[src/rtl/game_pkg.sv]
// Shared definitions for the game's framebuffer-side logic: arbiter FSM states,
// default coordinate widths and the screen geometry.
package game_pkg;

  typedef enum logic [1:0] {
    ST_IDLE  = 2'd0,
    ST_LATCH = 2'd1,
    ST_SCAN  = 2'd2,
    ST_DONE  = 2'd3
  } state_e;

  localparam int NUM_REQ_DEF = 4;
  localparam int X_W_DEF     = 8;
  localparam int Y_W_DEF     = 7;
  localparam int COL_W_DEF   = 3;
  localparam int SIZE_W_DEF  = 4;

  localparam int SCREEN_W = 160;
  localparam int SCREEN_H = 120;

  // Width of an index into n items; never below 1 so single-entry builds still elaborate.
  function automatic int idx_w(input int n);
    return (n > 1) ? $clog2(n) : 1;
  endfunction

endpackage

[src/rtl/draw_arbiter_rr_select.sv]
// Combinational round-robin selector: the first set request at or after ptr,
// wrapping modulo NUM_REQ, is returned one-hot.
module rr_select
  import game_pkg::*;
#(
  parameter int NUM_REQ = NUM_REQ_DEF,
  parameter int PTR_W   = idx_w(NUM_REQ)
) (
  input  logic [NUM_REQ-1:0] req,
  input  logic [PTR_W-1:0]   ptr,
  output logic [NUM_REQ-1:0] win,
  output logic               any
);

  int best_off;
  int sel;

  always_comb begin
    best_off = NUM_REQ;
    sel      = 0;
    win      = '0;
    any      = |req;
    // Distance from ptr going upwards; the smallest distance among set requests wins.
    for (int i = 0; i < NUM_REQ; i++) begin
      if (req[i] && (((i + NUM_REQ - int'(ptr)) % NUM_REQ) < best_off)) begin
        best_off = (i + NUM_REQ - int'(ptr)) % NUM_REQ;
        sel      = i;
      end
    end
    for (int i = 0; i < NUM_REQ; i++) begin
      win[i] = any && (sel == i);
    end
  end

endmodule

[src/rtl/draw_arbiter.sv]
// Shares the framebuffer write port between object controllers: grants one
// requester at a time round-robin and scans its rectangle one pixel per cycle.
module draw_arbiter
  import game_pkg::*;
#(
  parameter int NUM_REQ = NUM_REQ_DEF,
  parameter int X_W     = X_W_DEF,
  parameter int Y_W     = Y_W_DEF,
  parameter int COL_W   = COL_W_DEF,
  parameter int SIZE_W  = SIZE_W_DEF
) (
  input  logic                      clk,
  input  logic                      reset,
  input  logic [NUM_REQ-1:0]        req,
  input  logic [NUM_REQ*X_W-1:0]    req_x,
  input  logic [NUM_REQ*Y_W-1:0]    req_y,
  input  logic [NUM_REQ*SIZE_W-1:0] req_w,
  input  logic [NUM_REQ*SIZE_W-1:0] req_h,
  input  logic [NUM_REQ*COL_W-1:0]  req_colour,
  output logic [NUM_REQ-1:0]        grant,
  output logic [NUM_REQ-1:0]        done,
  output logic                      busy,
  output logic                      plot,
  output logic [X_W-1:0]            out_x,
  output logic [Y_W-1:0]            out_y,
  output logic [COL_W-1:0]          out_colour
);

  localparam int PTR_W = idx_w(NUM_REQ);

  state_e               state_q, state_d;
  logic [PTR_W-1:0]     ptr_q, ptr_d;
  logic [PTR_W-1:0]     win_idx_q, win_idx_d;
  logic [X_W-1:0]       x0_q, x0_d;
  logic [Y_W-1:0]       y0_q, y0_d;
  logic [COL_W-1:0]     col_q, col_d;
  logic [SIZE_W-1:0]    w_q, w_d, h_q, h_d;
  logic [SIZE_W-1:0]    cx_q, cx_d, cy_q, cy_d;
  logic [NUM_REQ-1:0]   grant_q, grant_d, done_q, done_d;
  logic                 busy_q, busy_d, plot_q, plot_d;
  logic [X_W-1:0]       out_x_q, out_x_d;
  logic [Y_W-1:0]       out_y_q, out_y_d;
  logic [COL_W-1:0]     out_col_q, out_col_d;

  logic [NUM_REQ-1:0]   rr_win;
  logic                 rr_any;
  logic [PTR_W-1:0]     rr_idx;
  logic [X_W-1:0]       sel_x;
  logic [Y_W-1:0]       sel_y;
  logic [SIZE_W-1:0]    sel_w, sel_h;
  logic [COL_W-1:0]     sel_col;
  logic [SIZE_W-1:0]    nxt_cx, nxt_cy;
  logic                 last_col, last_row;

  rr_select #(
    .NUM_REQ (NUM_REQ),
    .PTR_W   (PTR_W)
  ) u_rr_select (
    .req (req),
    .ptr (ptr_q),
    .win (rr_win),
    .any (rr_any)
  );

  always_comb begin
    rr_idx  = '0;
    sel_x   = '0;
    sel_y   = '0;
    sel_w   = '0;
    sel_h   = '0;
    sel_col = '0;
    for (int i = 0; i < NUM_REQ; i++) begin
      if (rr_win[i]) rr_idx = PTR_W'(i);
      if (win_idx_q == PTR_W'(i)) begin
        sel_x   = req_x[i*X_W +: X_W];
        sel_y   = req_y[i*Y_W +: Y_W];
        sel_w   = req_w[i*SIZE_W +: SIZE_W];
        sel_h   = req_h[i*SIZE_W +: SIZE_W];
        sel_col = req_colour[i*COL_W +: COL_W];
      end
    end
  end

  // cx/cy index the pixel currently on the outputs; the registers load the next one.
  assign nxt_cx   = cx_q + SIZE_W'(1);
  assign nxt_cy   = cy_q + SIZE_W'(1);
  assign last_col = (cx_q == w_q - SIZE_W'(1));
  assign last_row = (cy_q == h_q - SIZE_W'(1));

  always_comb begin
    state_d   = state_q;
    ptr_d     = ptr_q;
    win_idx_d = win_idx_q;
    x0_d      = x0_q;
    y0_d      = y0_q;
    col_d     = col_q;
    w_d       = w_q;
    h_d       = h_q;
    cx_d      = cx_q;
    cy_d      = cy_q;
    grant_d   = grant_q;
    busy_d    = busy_q;
    done_d    = '0;
    plot_d    = 1'b0;
    out_x_d   = out_x_q;
    out_y_d   = out_y_q;
    out_col_d = out_col_q;
    case (state_q)
      ST_IDLE: begin
        if (rr_any) begin
          state_d   = ST_LATCH;
          win_idx_d = rr_idx;
          grant_d   = rr_win;
          busy_d    = 1'b1;
        end
      end
      ST_LATCH: begin
        x0_d  = sel_x;
        y0_d  = sel_y;
        col_d = sel_col;
        w_d   = sel_w;
        h_d   = sel_h;
        cx_d  = '0;
        cy_d  = '0;
        if (sel_w == '0 || sel_h == '0) begin
          state_d = ST_DONE;
          done_d  = grant_q;
        end else begin
          state_d   = ST_SCAN;
          plot_d    = 1'b1;
          out_x_d   = sel_x;
          out_y_d   = sel_y;
          out_col_d = sel_col;
        end
      end
      ST_SCAN: begin
        if (last_col) begin
          cx_d = '0;
          if (last_row) begin
            state_d = ST_DONE;
            done_d  = grant_q;
          end else begin
            cy_d    = nxt_cy;
            plot_d  = 1'b1;
            out_x_d = x0_q;
            out_y_d = y0_q + Y_W'(nxt_cy);
          end
        end else begin
          cx_d    = nxt_cx;
          plot_d  = 1'b1;
          out_x_d = x0_q + X_W'(nxt_cx);
        end
      end
      ST_DONE: begin
        state_d = ST_IDLE;
        grant_d = '0;
        busy_d  = 1'b0;
        ptr_d   = (win_idx_q == PTR_W'(NUM_REQ - 1)) ? '0 : win_idx_q + PTR_W'(1);
      end
      default: state_d = ST_IDLE;
    endcase
  end

  always_ff @(posedge clk) begin
    if (reset) begin
      state_q   <= ST_IDLE;
      ptr_q     <= '0;
      win_idx_q <= '0;
      cx_q      <= '0;
      cy_q      <= '0;
      grant_q   <= '0;
      done_q    <= '0;
      busy_q    <= 1'b0;
      plot_q    <= 1'b0;
      out_x_q   <= '0;
      out_y_q   <= '0;
      out_col_q <= '0;
    end else begin
      state_q   <= state_d;
      ptr_q     <= ptr_d;
      win_idx_q <= win_idx_d;
      cx_q      <= cx_d;
      cy_q      <= cy_d;
      grant_q   <= grant_d;
      done_q    <= done_d;
      busy_q    <= busy_d;
      plot_q    <= plot_d;
      out_x_q   <= out_x_d;
      out_y_q   <= out_y_d;
      out_col_q <= out_col_d;
    end
  end

  // Rectangle parameters are only meaningful after LATCH, so they carry no reset.
  always_ff @(posedge clk) begin
    x0_q  <= x0_d;
    y0_q  <= y0_d;
    col_q <= col_d;
    w_q   <= w_d;
    h_q   <= h_d;
  end

  assign grant      = grant_q;
  assign done       = done_q;
  assign busy       = busy_q;
  assign plot       = plot_q;
  assign out_x      = out_x_q;
  assign out_y      = out_y_q;
  assign out_colour = out_col_q;

endmodule

[config.mk]
export PLATFORM = sky130hd
export DESIGN_NAME = draw_arbiter
export DESIGN_NICKNAME = d
export VERILOG_FILES = /design/src/rtl/game_pkg.sv /design/src/rtl/draw_arbiter_rr_select.sv /design/src/rtl/draw_arbiter.sv
export SDC_FILE = /design/constraint.sdc
export NUM_CORES = 1
export LEC_CHECK = 0
export CORE_UTILIZATION = 48
export DETAILED_ROUTE_END_ITERATION = 7
export GPL_ROUTABILITY_DRIVEN = 0
export MAX_ROUTING_LAYER = met4
export PLACE_DENSITY = 0.82
export SLEW_MARGIN = 20
export SYNTH_ARGS = -nofsm -noshare
export SYNTH_HDL_FRONTEND = slang
export SYNTH_SLANG_ARGS = --single-unit
[constraint.sdc]
create_clock -name clk -period 3.8 [get_ports clk]
set_input_delay 0.95 -clock clk [delete_from_list [all_inputs] [get_ports clk]]
set_output_delay 0.95 -clock clk [all_outputs]
set_load 0.005 [all_outputs]
# Word-level counts from Yosys, hierarchy flattened
# Cells that the tools add are included.
[classes]
eq_ne = 17
bitwise_logic = 5
n_reduce_logical = 28
n_mux = 60
n_lt_le_gt_ge = 4
addsub = 11
[op_table]
columns = ["cell", "count"]
rows = [
  ["< comparator 3 x 32 -> 1 bit", 3],
  ["two-way mux 32 bit", 3],
  ["two-way mux 4 bit", 15],
  ["two-way mux 8 bit", 7],
  ["two-way mux 7 bit", 7],
  ["zero test 32 bit", 1],
  ["one-hot mux 4 bit (2 select lines)", 4],
  ["two-way mux 2 bit", 8],
  ["one-hot mux 8 bit (2 select lines)", 1],
  ["subtractor 3 x 2 -> 4 bit (first input constant)", 4],
  ["one-hot mux 7 bit (2 select lines)", 1],
  ["equality test 2 bit (second input constant)", 6],
  ["two-way mux 3 bit", 4],
  ["!= test 2 bit (second input constant)", 5],
  ["AND reduction 3 bit", 3],
  ["adder 4 x 1 -> 4 bit (second input constant)", 2],
  ["adder 8 x 4 -> 8 bit", 1],
  ["equality test 4 bit", 2],
  ["logical AND 1 bit", 8],
  ["zero test 4 bit", 2],
  ["one-hot mux 2 bit (4 select lines)", 1],
  ["OR reduction 2 bit", 4],
  ["subtractor 4 x 1 -> 4 bit (second input constant)", 2],
  ["adder 7 x 4 -> 7 bit", 1],
  ["14 further kinds", 30],
]
[totals]
ff_bits = 65
output_inout_bits = 28
wordCells = 141
input_bits = 110

# Logic depth before layout (Yosys ltp)
# Gate-level depths: netlist (run 1).
[logic_depth]
ltp_word = 20
mapped_depth = 15
depth_no_buf = 15

# By module
# From an unflattened synthesis (run 1), not the netlist that was laid out.
[unflattened]
cells_unflattened = 511
area_unflattened_um2 = 4519.3
[modules_own_cells]
columns = ["module", "cells_per_inst", "instances", "seq_area_each_um2", "area_per_inst_um2"]
rows = [
  ["draw_arbiter", 479, 1, 1531.5, 4310.4],
  ["rr_select", 32, 1, 0.0, 209.0],
]

# Worst setup path after synthesis (run 1)
# Ideal clock, no wire load.
[synth_path]
path_type = "input to register"
start = "input req[0]"
end = "register grant_q[0], in the netlist grant[0]"
setup_ns = 0.128
arrival_ns = 3.062
required_time_ns = 3.672
path_buffers = 1
cell_stages = 13
setup_slack_ns = 0.610
path_cell_list = "clkbuf_1 > mux2i_1 > a21oi_1 > ha_1 > o21a_1 > o22ai_1 > nand2_1 > nand2_1 > o21ai_0 > ha_1 > o311a_1 > a32oi_1 > nor2_1"
[synth_between]
elab_chain_len = 15
word_cells_on_any_way = 20
cone_classes = "order compare (3); eq/ne (1); mux (8); reduce/logical (8)"
[synth_lines]
columns = ["item", "line_no", "text"]
rows = [
  ["start, declared", "draw_arbiter.sv:14", "input logic [NUM_REQ-1:0] req,"],
  ["logical AND 1 bit", "draw_arbiter_rr_select.sv:25", "if (req[i] && (((i + NUM_REQ - int'(ptr)) % NUM_REQ) < best_off)) begin"],
  ["two-way mux 32 bit", "draw_arbiter_rr_select.sv:25", ""],
  ["< comparator 3 x 32 -> 1 bit", "draw_arbiter_rr_select.sv:25", ""],
  ["logical AND 1 bit", "draw_arbiter_rr_select.sv:25", ""],
  ["two-way mux 32 bit", "draw_arbiter_rr_select.sv:25", ""],
  ["< comparator 3 x 32 -> 1 bit", "draw_arbiter_rr_select.sv:25", ""],
  ["logical AND 1 bit", "draw_arbiter_rr_select.sv:25", ""],
  ["two-way mux 32 bit", "draw_arbiter_rr_select.sv:25", ""],
  ["< comparator 3 x 32 -> 1 bit", "draw_arbiter_rr_select.sv:25", ""],
  ["logical AND 1 bit", "draw_arbiter_rr_select.sv:25", ""],
  ["two-way mux 2 bit", "draw_arbiter_rr_select.sv:25", ""],
  ["zero test 32 bit", "draw_arbiter_rr_select.sv:31", "win[i] = any && (sel == i);"],
  ["logical AND 1 bit", "draw_arbiter_rr_select.sv:31", ""],
  ["two-way mux 4 bit", "draw_arbiter.sv:110", "if (rr_any) begin"],
  ["one-hot mux 4 bit (2 select lines)", "draw_arbiter.sv:108", "case (state_q)"],
  ["end signal, assigned", "draw_arbiter.sv:184", "grant_q <= grant_d;"],
  ["end, declared", "draw_arbiter.sv:39", "logic [NUM_REQ-1:0] grant_q, grant_d, done_q, done_d;"],
]
# Several ways; a longest one is shown, not always the timed one. The select of a mux whose other input is x is not followed.
# A chain may end at the register's enable or synchronous reset.

# Worst setup path after layout (run 1)
[layout_path]
start = "input req[1]"
end = "register grant_q[2], in the netlist grant[2]"
[layout_between]
elab_chain_len = 12
word_cells_on_any_way = 17
cone_classes = "order compare (2); eq/ne (2); mux (7); reduce/logical (6)"
[layout_lines]
columns = ["item", "line_no"]
rows = [
  ["logical AND 1 bit", "draw_arbiter_rr_select.sv:25"],
  ["two-way mux 32 bit", "draw_arbiter_rr_select.sv:25"],
  ["< comparator 3 x 32 -> 1 bit", "draw_arbiter_rr_select.sv:25"],
  ["logical AND 1 bit", "draw_arbiter_rr_select.sv:25"],
  ["two-way mux 32 bit", "draw_arbiter_rr_select.sv:25"],
  ["< comparator 3 x 32 -> 1 bit", "draw_arbiter_rr_select.sv:25"],
  ["logical AND 1 bit", "draw_arbiter_rr_select.sv:25"],
  ["two-way mux 2 bit", "draw_arbiter_rr_select.sv:25"],
  ["equality test 2 bit", "draw_arbiter_rr_select.sv:31"],
  ["logical AND 1 bit", "draw_arbiter_rr_select.sv:31"],
  ["two-way mux 4 bit", "draw_arbiter.sv:110"],
  ["one-hot mux 4 bit (2 select lines)", "draw_arbiter.sv:108"],
]
# Several ways; a longest one is shown, not always the timed one. The select of a mux whose other input is x is not followed.

==> results.tsv, run 1 <==
metric	value	unit
status	finished, final reports clean	
grt_pass1_wl	21.23	mm
setup.worst_path.start_class	primary input	
die_w	98.78	um
syn_inst	515	
synth-main-ff-cell	dfxtp_1	
yosysUniqueCellTypes	72	
multi_input_area	2725	um^2
layout_common_cells	137 x clkdlybuf4s50_1, 49 x nor2_1, 47 x nand2_1	
critPathKind	in2reg	
period_needed	3.432	ns
io_buffers	137	
drc	0	
worst_slack	0.3684	ns
fin_skew	0.01404	ns
grt_max_degree	37	
finalSetupTns	0	ns
worstSetupEndpointType	flop	
power.switching	1.978	mW
ys_warn_count	0	
grt-ovfl-total	0	
ys_seq_area_frac	0.3407	
max_freq	291.4	MHz
clk_path_buf_depth	2	
die-area	9757	um^2
hold_path.class	reg2reg	
dp_worst_setup_slack	0.07319	ns
switching_share	0.4329	
p_per_area	742.5	nW/um^2
synthTopCellsByArea	dfxtp_1 19%, edfxtp_1 15%, ha_1 6.1%	
diodes	0	
drt_pass1_iterations	5	
final_antenna_net_count	0	
htreeDepth	3	
cts_tree	built	
die_h	98.78	um
hpwl	10.03	mm
cp_max_fo	5	
async_flop_share	0	
slew_headroom	0.5031	
synth_top_area_frac	0.1870	
worstMarginPinSlew	0.7445	ns
nFillCells	704	
antenna_found_initial	0	
cts_root_buf	clkbuf_8	
yosys.area.top_type	dfxtp_1	
drive_gt1_frac	0.07573	
p_int	2.591	mW
ctsResizeCount	0	
finalSetupViolCount	0	
numClockSinks	65	
hold_viol	0	
cp.arrival	3.72	ns
track_usage	0.2827	
fin_hold_ws	0.4662	ns
initial_core_util	0.5056	
wire_per_inst	17.58	um
final_max_slew_viol_count	0	
avgViaCountPerCell	6.177	
final_net_count	776	
coreArea	8891	um^2
via_count	4664	
rsz0062_at_grt	false	
sequentialPowerShare	0.269	
drtIter0Drc	271	
comb_power_share	0.588	
wirelength	13.27	mm
clk_latency	0.35	ns
cap_violations	0	
ir_drop	0.0002960	V
final_common_cell	clkdlybuf4s50_1	
io_pins	138	
syn2layout_area_growth	36.91	%
worst_ep_required_time	4.09	ns
post_cts.repair.setup_buffers	0	
first_global_vias	4531	
syn_area	4496	um^2
syn-num-nets	649	
seqCellArea	1531	um^2
clkPwrFrac	0.142	
avgSynthCellArea	8.729	um^2
path_clk_slew	0.08	ns
num_rows	34	
cts_buffers	9	
p_leak	2.264	nW
hold_buffers	0	
fin_crit_sh	0.9031	
synth_edf_count	23	
ys_ff_latch	65	
==> worst paths after layout <==
path	start	end	slack [ns]	depth (start not counted)
max reg2reg	win_idx_q[0]$_SDFFE_PP0P_	out_x[5]$_SDFFE_PP0P_	0.69	9
max	req[1]	grant[2]$_SDFFE_PP0P_	0.37	16
min reg2reg	out_x[6]$_SDFFE_PP0P_	out_x[6]$_SDFFE_PP0P_	0.47	2
min	out_x[6]$_SDFFE_PP0P_	out_x[6]$_SDFFE_PP0P_	0.47	2
==> critical path: stages <==
cell	delay, ns
clkdlybuf4s50_1	0.47
inv_1	0.06
and4_1	0.18
a21oi_1	0.17
ha_1	0.27
o21a_1	0.11
o22ai_1	0.20
nand2_1	0.17
nand2_1	0.10
o21ai_0	0.09
ha_1	0.30
inv_1	0.05
a31oi_1	0.15
o311a_1	0.24
a32oi_1	0.11
nor2_1	0.10
==> kinds of logic after synthesis <==
logic type               count (synthesis)  share of synthesized area
multiplexers                            11                    0.02505
flip-flops                              65                     0.3407
AND/OR/NAND/NOR                        173                     0.1918
buffers and inverters                   57                    0.05371
AO/OA/AOI/OAI                          161                     0.2641
adder cells (fa/ha/maj)                 24                    0.07014
XOR/XNOR                                24                    0.05455
==> layer usage <==
layer / routed length (um) / track usage / up-vias
li1: - / - / 2185
met1: 5767 / 0.3570 / 2216
met2: 6309 / 0.4642 / 229
met3: 894 / 0.03830 / 34
met4: 302 / 0.1010 / 0
met5: 0 / - / -
==> synthesized netlist by cell type, types with 3 or more instances <==
| cell | number |
|---|---|
| a31oi_1 | 11 |
| nor3_1 | 8 |
| o21a_1 | 3 |
| o32ai_1 | 3 |
| a22oi_1 | 3 |
| dfxtp_1 | 42 |
| ha_1 | 22 |
| and2_1 | 5 |
| a31o_2 | 4 |
| nor3b_1 | 3 |
| o41ai_1 | 4 |
| a311oi_1 | 5 |
| edfxtp_1 | 23 |
| a21o_1 | 5 |
| buf_4 | 3 |
| buf_2 | 7 |
| inv_1 | 25 |
| a211oi_1 | 6 |
| nand2_1 | 47 |
| a21oi_1 | 33 |
| mux2i_1 | 9 |
| clkbuf_1 | 18 |
| and3_1 | 4 |
| nor4_1 | 4 |
| nor2_1 | 49 |
| xor2_1 | 10 |
| xnor2_1 | 11 |
| nor2b_1 | 14 |
| a221oi_1 | 22 |
| nand3b_1 | 8 |
| o21ai_0 | 19 |
| a221o_1 | 3 |
| nand3_1 | 16 |
| o31ai_1 | 12 |
| o22ai_1 | 5 |
==> layout make-up <==
class / instances / area share
Tap cell: 108 / 0.02196
Multi-Input combinational cell: 393 / 0.4428
Sequential cell: 65 / 0.2488
Timing Repair Buffer: 147 / 0.2350
Inverter: 26 / 0.01586
Clock inverter: 7 / 0.01545
Clock buffer: 9 / 0.02013
==> sequential cells by signal, summed over array words and instances (netlist names) <==
name and flops:
busy 1, cx_q 4, cy_q 4, done 4, grant 4, h_q 4
out_colour 3, out_x 8, out_y 7, plot 1, ptr_q 2, state_q 2
w_q 4, win_idx_q 2, x0_q 8, y0_q 7
==> power groups by stage <==
stage / sequential (mW) / clock, mW / combinational (mW)
after detailed placement: 1.24 / 0 / 2.63
after CTS: 1.23 / 0.652 / 2.65
after global placement: 1.23 / 0 / 2.55
after global routing: 1.26 / 0.684 / 2.93
after floorplan: 1.20 / 0 / 1.86
final: 1.23 / 0.650 / 2.69
==> per-stage QoR <==
| step | utilization | total power [mW] | instances | cell area [um^2] |
|---|---|---|---|---|
| final | 0.6922 | 4.570 | 755 | 6155 |
| after global routing | 0.6922 | 4.873 | 755 | 6155 |
| after CTS | 0.6922 | 4.532 | 755 | 6155 |
| after detailed placement | 0.6676 | 3.872 | 739 | 5936 |
| after global placement | 0.6676 | 3.782 | 739 | 5936 |
| after floorplan | - | 3.060 | 515 | 4496 |
(Power assumes the default switching activity.)
==> inputs of run 2 (changes only) <==
--- a/config.mk
+++ b/config.mk
@@ -5,11 +5,11 @@
 export SDC_FILE = /design/constraint.sdc
 export NUM_CORES = 1
 export LEC_CHECK = 0
-export CORE_UTILIZATION = 48
+export ABC_CLOCK_PERIOD_IN_PS = 3800
+export CORE_UTILIZATION = 35
 export DETAILED_ROUTE_END_ITERATION = 7
 export GPL_ROUTABILITY_DRIVEN = 0
 export MAX_ROUTING_LAYER = met4
-export PLACE_DENSITY = 0.82
 export SLEW_MARGIN = 20
 export SYNTH_ARGS = -nofsm -noshare
 export SYNTH_HDL_FRONTEND = slang
==> results.tsv, run 2 (synthesis results as in run 1) <==
metric	value	unit
drive_gt1_frac	0.06656	
r2r_slack	0.54	ns
dp.cells	802	
max_freq	279.4	MHz
cts_buffers	9	
antenna_found_initial	0	
design_area	6304	um^2
path_clk_slew	0.05	ns
clk_latency	0.33	ns
multi_input_area	2723	um^2
hold_buffers	0	
status	finished, final reports clean	
wire_per_inst	16.32	um
via_count	4422	
drtIter0Drc	211	
final_max_slew_viol_count	0	
initial_core_util	0.3577	
syn2layout_area_growth	40.22	%
nFillCells	1198	
track_usage	0.2113	
avgViaCountPerCell	5.406	
worstSetupEndpointType	flop	
clk_path_buf_depth	2	
htreeDepth	3	
drc	0	
dp_worst_setup_slack	-0.03149	ns
rsz0062_at_grt	false	
finalSetupViolCount	0	
final_net_count	775	
critPathKind	in2reg	
grt_max_degree	36	
cap_violations	0	
cts_root_buf	clkbuf_16	
p_leak	2.310	nW
period_needed	3.579	ns
die_h	115.3	um
fin_skew	0.007782	ns
layout_common_cells	137 x clkdlybuf4s50_1, 49 x nor2_1, 47 x nand2_1	
cp_max_fo	8	
hpwl	10.41	mm
placed_cell_area	6006	um^2
post_cts.repair.setup_buffers	0	
num_rows	41	
coreArea	12570	um^2
worstMarginPinSlew	0.7458	ns
final_antenna_net_count	0	
numClockSinks	65	
diodes	0	
seqCellArea	1531	um^2
cp.arrival	3.85	ns
p_per_area	748.2	nW/um^2
final_common_cell	clkdlybuf4s50_1	
io_buffers	137	
slew_headroom	0.5023	
grt_pass1_wl	20.88	mm
io_pins	138	
die_w	115.3	um
worst_ep_required_time	4.07	ns
hold_viol	0	
fin_hold_ws	0.4627	ns
worst_slack	0.2207	ns
cts_tree	built	
ir_drop	0.0002700	V
ctsResizeCount	0	
fin_cells	818	
hold_path.class	reg2reg	
grt-ovfl-total	0	
drt_pass1_iterations	4	
first_global_vias	4272	
wirelength	13.35	mm
die-area	13300	um^2
setup.worst_path.start_class	primary input	
fin_crit_sh	0.9419	
[run 2: cell types whose count changed in the layout (fill, tap and decap cells not counted)]
cell and delta:
clkbuf_16 +9, ha_2 -1, clkbuf_8 -7, clkinvlp_4 -4, clkinv_2 -1, ha_1 +1, bufinv_16 -1, clkbuf_1 +1
buf_4 -1, clkinv_1 +3
[run 2: worst paths after layout]
check                           to  depth (start not counted)                 startpoint
max          grant[2]$_SDFFE_PP0P_                         15                     req[0]
min          out_x[6]$_SDFFE_PP0P_                          2      out_x[6]$_SDFFE_PP0P_
max reg2reg  out_x[1]$_SDFFE_PP0P_                          7  win_idx_q[0]$_SDFFE_PP0P_
min reg2reg  out_x[6]$_SDFFE_PP0P_                          2      out_x[6]$_SDFFE_PP0P_
[run 2: worst max-delay path, cell delays in order]
cell             delay (ns)
clkdlybuf4s50_1        0.60
mux2i_1                0.23
a21oi_1                0.11
ha_1                   0.29
o21a_1                 0.11
o22ai_1                0.21
nand2_1                0.18
nand2_1                0.10
o21ai_0                0.09
ha_1                   0.30
inv_1                  0.04
a31oi_1                0.17
o311a_1                0.24
a32oi_1                0.11
nor2_1                 0.11
[run 2: area by class of cell]
| class | count | area share |
|---|---|---|
| Clock buffer | 12 | 0.04069 |
| Clock inverter | 4 | 0.006550 |
| Inverter | 26 | 0.01548 |
| Multi-Input combinational cell | 393 | 0.4319 |
| Tap cell | 172 | 0.03414 |
| Sequential cell | 65 | 0.2430 |
| Timing Repair Buffer | 146 | 0.2283 |
[run 2: metrics by stage]
stage	total power, mW	setup TNS (ns)	util
floorplan	3.060	0	-
global placement	3.842	0	0.4779
detailed placement	3.901	-0.07481	0.4779
CTS	4.737	0	0.5015
global route	5.055	0	0.5015
finish	4.716	0	0.5015
[run 2: where the power goes]
group / internal (mW) / total (mW) / leakage [nW] / switching, mW
clock network: 0.537 / 0.825 / 0.145 / 0.289
logic: 1.16 / 2.66 / 1.60 / 1.50
registers: 1.06 / 1.23 / 0.562 / 0.171
[run 2: layer usage]
layer | track usage | part of all wire | routed length, um
met5 | - | 0 | 0
met4 | 0.08831 | 0.018 | 242
met3 | 0.03163 | 0.058 | 775
met2 | 0.3393 | 0.47 | 6275
met1 | 0.2641 | 0.45 | 6058
